<file path="src/rtl/rv32m_muldiv_pkg.sv">
// Shared RV32M definitions: funct7/funct3 encodings and the mul/div FSM state type.
package rv32m_muldiv_pkg;

  localparam logic [6:0] RV32M_FUNCT7        = 7'b0000001;

  localparam logic [2:0] RV32M_FUNCT3_MUL    = 3'b000;
  localparam logic [2:0] RV32M_FUNCT3_MULH   = 3'b001;
  localparam logic [2:0] RV32M_FUNCT3_MULHSU = 3'b010;
  localparam logic [2:0] RV32M_FUNCT3_MULHU  = 3'b011;
  localparam logic [2:0] RV32M_FUNCT3_DIV    = 3'b100;
  localparam logic [2:0] RV32M_FUNCT3_DIVU   = 3'b101;
  localparam logic [2:0] RV32M_FUNCT3_REM    = 3'b110;
  localparam logic [2:0] RV32M_FUNCT3_REMU   = 3'b111;

  typedef enum logic [1:0] {IDLE, CALC, FIXUP, DONE} muldiv_state_t;

endpackage

</file>
<file path="src/rtl/rv32m_div_step.sv">
// One combinational restoring-divide step: shift in a dividend bit, subtract if it fits.
module rv32m_div_step #(
  parameter int XLEN = 32
) (
  input  logic [XLEN-1:0] rem_in,
  input  logic            dvd_bit,
  input  logic [XLEN-1:0] divisor,
  output logic [XLEN-1:0] rem_out,
  output logic            q_bit
);

  logic [XLEN:0]   shifted;
  logic [XLEN-1:0] diff;

  // When the subtract fits, the true difference is below the divisor, so XLEN bits suffice.
  assign shifted = {rem_in, dvd_bit};
  assign diff    = shifted[XLEN-1:0] - divisor;
  assign q_bit   = (shifted >= {1'b0, divisor});
  assign rem_out = q_bit ? diff : shifted[XLEN-1:0];

endmodule

</file>
<file path="src/rtl/rv32m_muldiv_unit.sv">
// Iterative RV32M multiply/divide unit, BITS_PER_CYCLE result bits per clock.
// Define RV32M_EARLY_OUT_EN to finish trivial operations (div-by-zero, overflow, mul by 0) right after accept.
module rv32m_muldiv_unit
  import rv32m_muldiv_pkg::*;
#(
  parameter int XLEN           = 32,
  parameter int BITS_PER_CYCLE = 1
) (
  input  logic            clk,
  input  logic            reset,
  input  logic            flush,
  input  logic            in_valid,
  output logic            in_ready,
  input  logic [2:0]      in_funct3,
  input  logic [XLEN-1:0] in_op1,
  input  logic [XLEN-1:0] in_op2,
  input  logic [4:0]      in_rd,
  output logic            out_valid,
  input  logic            out_ready,
  output logic [XLEN-1:0] out_result,
  output logic [4:0]      out_rd,
  output logic            busy
);

  localparam int ITER = XLEN / BITS_PER_CYCLE;
  localparam int CW   = (ITER > 1) ? $clog2(ITER) : 1;

  muldiv_state_t   state_q, state_d;
  logic [CW-1:0]   cnt_q, cnt_d;
  logic [2:0]      f3_q, f3_d;
  logic [4:0]      rd_q, rd_d;
  logic [2*XLEN-1:0] acc_q, acc_d;
  logic [XLEN-1:0] b_q, b_d;
  logic            neg_res_q, neg_res_d;
  logic            neg_rem_q, neg_rem_d;
  logic            dz_q, dz_d;
  logic [XLEN-1:0] result_q, result_d;

  // Operand magnitudes at the accept edge
  logic            op1_signed, op2_signed, a_neg, b_neg;
  logic [XLEN-1:0] a_mag, b_mag;

  assign op1_signed = (in_funct3 != RV32M_FUNCT3_MULHU) && (in_funct3 != RV32M_FUNCT3_DIVU) &&
                      (in_funct3 != RV32M_FUNCT3_REMU);
  assign op2_signed = op1_signed && (in_funct3 != RV32M_FUNCT3_MULHSU);
  assign a_neg      = op1_signed & in_op1[XLEN-1];
  assign b_neg      = op2_signed & in_op2[XLEN-1];
  assign a_mag      = a_neg ? -in_op1 : in_op1;
  assign b_mag      = b_neg ? -in_op2 : in_op2;

  // Shift-add multiply: acc = {partial product, remaining multiplier bits}
  logic [2*XLEN-1:0] mul_next;
  logic [XLEN:0]     mul_sum;

  always_comb begin
    mul_next = acc_q;
    mul_sum  = '0;
    for (int i = 0; i < BITS_PER_CYCLE; i++) begin
      mul_sum  = {1'b0, mul_next[2*XLEN-1:XLEN]} + (mul_next[0] ? {1'b0, b_q} : '0);
      mul_next = {mul_sum, mul_next[XLEN-1:1]};
    end
  end

  // Restoring divide: acc = {partial remainder, dividend bits shifting into quotient}
  logic [BITS_PER_CYCLE:0][XLEN-1:0] rem_chain;
  logic [BITS_PER_CYCLE-1:0]         q_bits;
  logic [2*XLEN-1:0]                 div_next;

  assign rem_chain[0] = acc_q[2*XLEN-1:XLEN];

  for (genvar i = 0; i < BITS_PER_CYCLE; i++) begin : g_div
    rv32m_div_step #(.XLEN(XLEN)) u_step (
      .rem_in  (rem_chain[i]),
      .dvd_bit (acc_q[XLEN-1-i]),
      .divisor (b_q),
      .rem_out (rem_chain[i+1]),
      .q_bit   (q_bits[BITS_PER_CYCLE-1-i])
    );
  end

  assign div_next = {rem_chain[BITS_PER_CYCLE], acc_q[XLEN-BITS_PER_CYCLE-1:0], q_bits};

  // Sign correction; a zero divisor must leave the all-ones quotient untouched
  logic [2*XLEN-1:0] prod;
  logic [XLEN-1:0]   quo, rem, fix_res;

  always_comb begin
    prod = neg_res_q ? -acc_q : acc_q;
    quo  = (neg_res_q && !dz_q) ? -acc_q[XLEN-1:0] : acc_q[XLEN-1:0];
    rem  = neg_rem_q ? -acc_q[2*XLEN-1:XLEN] : acc_q[2*XLEN-1:XLEN];
    if (f3_q[2])                        fix_res = f3_q[1] ? rem : quo;
    else if (f3_q == RV32M_FUNCT3_MUL)  fix_res = prod[XLEN-1:0];
    else                                fix_res = prod[2*XLEN-1:XLEN];
  end

  logic            early_hit;
  logic [XLEN-1:0] early_res;

  always_comb begin
    early_hit = 1'b0;
    early_res = '0;
`ifdef RV32M_EARLY_OUT_EN
    if (in_funct3[2]) begin
      if (in_op2 == '0) begin
        early_hit = 1'b1;
        early_res = in_funct3[1] ? in_op1 : '1;
      end else if (!in_funct3[0] && in_op1 == {1'b1, {(XLEN-1){1'b0}}} && in_op2 == '1) begin
        early_hit = 1'b1;
        early_res = in_funct3[1] ? '0 : in_op1;
      end
    end else if (in_op1 == '0 || in_op2 == '0) begin
      early_hit = 1'b1;
    end
`endif
  end

  always_comb begin
    state_d   = state_q;
    cnt_d     = cnt_q;
    f3_d      = f3_q;
    rd_d      = rd_q;
    acc_d     = acc_q;
    b_d       = b_q;
    neg_res_d = neg_res_q;
    neg_rem_d = neg_rem_q;
    dz_d      = dz_q;
    result_d  = result_q;
    if (flush) begin
      state_d = IDLE;
    end else begin
      case (state_q)
        IDLE: if (in_valid) begin
          f3_d      = in_funct3;
          rd_d      = in_rd;
          acc_d     = {{XLEN{1'b0}}, in_funct3[2] ? a_mag : b_mag};
          b_d       = in_funct3[2] ? b_mag : a_mag;
          neg_res_d = a_neg ^ b_neg;
          neg_rem_d = a_neg;
          dz_d      = (in_op2 == '0);
          cnt_d     = CW'(ITER - 1);
          if (early_hit) begin
            result_d = early_res;
            state_d  = DONE;
          end else begin
            state_d  = CALC;
          end
        end
        CALC: begin
          acc_d = f3_q[2] ? div_next : mul_next;
          if (cnt_q == '0) state_d = FIXUP;
          else             cnt_d   = cnt_q - 1'b1;
        end
        FIXUP: begin
          result_d = fix_res;
          state_d  = DONE;
        end
        DONE: if (out_ready) state_d = IDLE;
        default: state_d = IDLE;
      endcase
    end
  end

  always_ff @(posedge clk) begin
    if (reset) begin
      state_q   <= IDLE;
      cnt_q     <= '0;
      f3_q      <= '0;
      rd_q      <= '0;
      acc_q     <= '0;
      b_q       <= '0;
      neg_res_q <= 1'b0;
      neg_rem_q <= 1'b0;
      dz_q      <= 1'b0;
      result_q  <= '0;
    end else begin
      state_q   <= state_d;
      cnt_q     <= cnt_d;
      f3_q      <= f3_d;
      rd_q      <= rd_d;
      acc_q     <= acc_d;
      b_q       <= b_d;
      neg_res_q <= neg_res_d;
      neg_rem_q <= neg_rem_d;
      dz_q      <= dz_d;
      result_q  <= result_d;
    end
  end

  assign in_ready   = (state_q == IDLE);
  assign out_valid  = (state_q == DONE);
  assign busy       = (state_q != IDLE);
  assign out_result = result_q;
  assign out_rd     = rd_q;

endmodule
</file>
<file path="config.mk">
export PLATFORM = sky130hd
export DESIGN_NAME = rv32m_muldiv_unit
export DESIGN_NICKNAME = d
export VERILOG_FILES = /design/src/rtl/rv32m_muldiv_pkg.sv /design/src/rtl/rv32m_div_step.sv /design/src/rtl/rv32m_muldiv_unit.sv
export SDC_FILE = /design/constraint.sdc
export NUM_CORES = 1
export LEC_CHECK = 0
export BUFFER_PORTS_ARGS = -buffer_cell sky130_fd_sc_hd__buf_2
export CORE_UTILIZATION = 47
export CTS_CLUSTER_DIAMETER = 30
export DETAILED_ROUTE_END_ITERATION = 12
export SKIP_LAST_GASP = 1
export SYNTH_ARGS = -nofsm -noshare
export SYNTH_HDL_FRONTEND = slang
export SYNTH_SLANG_ARGS = --single-unit
</file>
<file path="constraint.sdc">
create_clock -name clk -period 3.84 [get_ports clk]
set_clock_uncertainty 0.2 [all_clocks]
set_input_delay 0.384 -clock clk [delete_from_list [all_inputs] [get_ports clk]]
set_output_delay 0.384 -clock clk [all_outputs]
set_load 0.01 [all_outputs]
</file>
==> out/results.ini <==
[critical_path]
worstSetupStartpointType=flop
rrSetupSlack_ns=0.18
endpoint=acc_q[59]
r2r_start=acc_q[35]
path_max_fanout=9
required_ns=3.97
reg2reg_depth=10
r2r-end=acc_q[59]
crit_type=reg -> reg
cp-startpoint=acc_q[35]
crit_path_end_kind=flop
arrival_ns=3.79

[logic_synthesis]
yosys.area.top_type_share_pct=18.5
netlist_top_cells_area=dfxtp_1, nand2_1, ha_1
synth-main-ff-cell=dfxtp_1
synth-seq-cells=146
yosys_warnings=0
synth-seq-area-share_pct=18.5
synth_cell_types=84
synthCells=2279
synth_enable_flop_cells=0
synth_area_um2=15800
yosysTopAreaCell=dfxtp_1
synthArstFlopShare_pct=0
syn_nets=2432
synth.avg_cell_area_um2=6.92

[clock_network]
cts.sinks=146
clkTransAtPathRegs_ns=0.08
cts_root_buf=clkbuf_16
worstSkewPairLatency_ns=0.47
cts.path.max_buffers=2
numCtsBuffers=17
cts_tree=yes
cts_setup_buffers=0
htree_num_levels=4

[route]
drt-pass1-iter-count=6
drt-vias-per-instance=6.31
drc=0
num_vias=17700
wirelength_um=65200
ant_nets=0
first_iter_violations=1806
wl_per_cell_um=23.3

[sta]
max_freq_ghz=0.273
layout_setup_ws_ns=0.178
finalSetupTns_ns=0
tightestPinTransition_ns=1.07
finalHoldViolCount=0
finalSetupViolCount=0
slew_viol_final=0
maxSlewHeadroom_pct=26.8
finalCritPeriodShare_pct=95.4
rsz0062_at_grt=false
fin_crit_ns=3.66

[grt]
grt_pass1_vias=16400
grt_max_degree=63
gr-usage-all-layers_pct=38.2
antenna_found_initial=1
grt_pass1_wl_um=98700
overflow=0

[final_layout]
fill_cells=3347
area_delta_synth_final_pct=12.8
multi_input_area_um2=11800
nNetsFinal=2500
drive_above_1_share_pct=14.7
regArea_um2=2930

[power]
power_density_nw_per_um2=299
p_leak_nw=7.22
power.clock.fraction_pct=32.8
seq_power_share_pct=31.3
netSwitchingFraction_pct=38.8
irDropWorstVdd_v=0.000352
netSwitchingPower_mw=2.06
combPwrFrac_pct=36.0
p_int_mw=3.26

[placed_design]
hpwlAfterDp_um=50300
dpl_worst_slack_ns=0.117
portBuffers=116
place_congestion=1.02

[floorplanning]
ioPinCount=117
core-area_um2=32800
initial_core_util_pct=48.1
rows=66
die-area_um2=34300
die_h_um=185
die_w_um=185

[outcome]
status=completed

[job]
maxCapViolCount=0

[min_path]
hp-class=in -> reg

-- cell families after synthesis --
logic type               share of synthesized area, %
AND/OR/NAND/NOR                                  24.8
AO/OA/AOI/OAI                                    28.8
buffers and inverters                            6.80
XOR/XNOR                                         9.77
flip-flops                                       18.5
multiplexers                                     5.12
adder cells (fa/ha/maj)                          6.12
-- placed cells by master (no fill, tap or decap), types with 31 or more instances in the layout --
cell	instances
a211oi_1	64
a21oi_1	175
buf_2	115
buf_4	128
dfxtp_1	142
ha_1	73
inv_1	79
mux2i_1	47
nand2_1	268
nand3_1	46
nor2_1	239
nor3_1	75
o211ai_1	31
o21ai_0	154
xnor2_1	98
xor2_1	78
-- worst min path at each step --
stage               endpoint  slack [ns]          from  cells past startpoint
finish               f3_q[1]        0.02  in_funct3[1]                      3
global route         f3_q[0]        0.03  in_funct3[0]                      3
CTS                  f3_q[1]        0.01  in_funct3[1]                      3
detailed placement   b_q[30]        0.25       b_q[30]                      2
global placement     b_q[15]        0.24       b_q[15]                      2
floorplan            b_q[13]        0.23       b_q[13]                      2
-- routing by layer --
metal  vias up  track usage [%]  share of wire, %
met2       878             58.7                43
met4         0             16.4               4.2
met3       157             10.3               9.7
li1       8369                -                 -
met1      8284             50.0                43
met5         -                0                 0
-- power groups by stage --
stage	Clock (mW)	Combinational [mW]	Sequential, mW
global placement	0	1.85	1.69
finish	1.74	1.91	1.66
CTS	1.75	1.87	1.66
detailed placement	0	1.86	1.69
floorplan	0	1.25	1.66
global route	1.82	2.07	1.67
-- cell type report --
cell class,count,share of cell area (%)
timing repair buffer,249,9.03
clock buffer,19,2.49
antenna,1,0.0141
multi-input combinational,1854,66.5
tap,442,3.11
sequential,146,16.5
inverter,79,1.67
clock inverter,11,0.746
-- timing repair --
| item | in CTS | in global routing |
|---|---|---|
| hold endpoints to repair | 5 | 0 |
| endpoints found under the setup margin | 0 | 15 |
| resized for setup | 0 | 5 |
| hold buffers | 5 | 0 |
-- worst max-delay path, cell delays in order, from the launching register on --
cell,delay (ns)
dfxtp_1,0.58
ha_1,0.34
a21o_1,0.18
a31oi_1,0.07
a21oi_1,0.29
o311ai_0,0.20
buf_4,0.19
a2111oi_0,0.94
o21ai_0,0.23
a31oi_1,0.18
o221ai_1,0.12
-- synthesized netlist by cell type (23+ instances only) --
library cell,count
xor2_1,78
nor2_1,243
ha_1,74
o211ai_1,31
a221o_1,25
dfxtp_1,146
a21oi_1,175
or3_1,29
mux2i_1,47
nand3_1,46
nand2_1,268
mux2_2,28
a211oi_1,64
a31oi_1,30
nor3_1,76
xnor2_1,98
inv_1,79
a21o_1,23
clkbuf_1,182
o21ai_0,155
-- metrics by stage --
step	hold WS (ns)	power, mW	area (um2)	util, %	cells
detailed placement	0.246	3.55	17100	52.3	2765
finish	0.0203	5.32	17800	54.3	2801
global placement	0.240	3.54	17100	52.3	2765
CTS	0.0105	5.28	17800	54.2	2800
global route	0.0320	5.56	17800	54.3	2801
floorplan	0.232	2.91	15800	-	2279
-- flip-flops by register name, indices dropped and copies added (netlist names), 2 cells and up --
| name | flops |
|---|---|
| state_q | 2 |
| f3_q | 3 |
| acc_q | 64 |
| b_q | 32 |
| cnt_q | 5 |
| out_rd | 5 |
| out_result | 32 |
No activity file was read; power rests on OpenSTA's default activity.
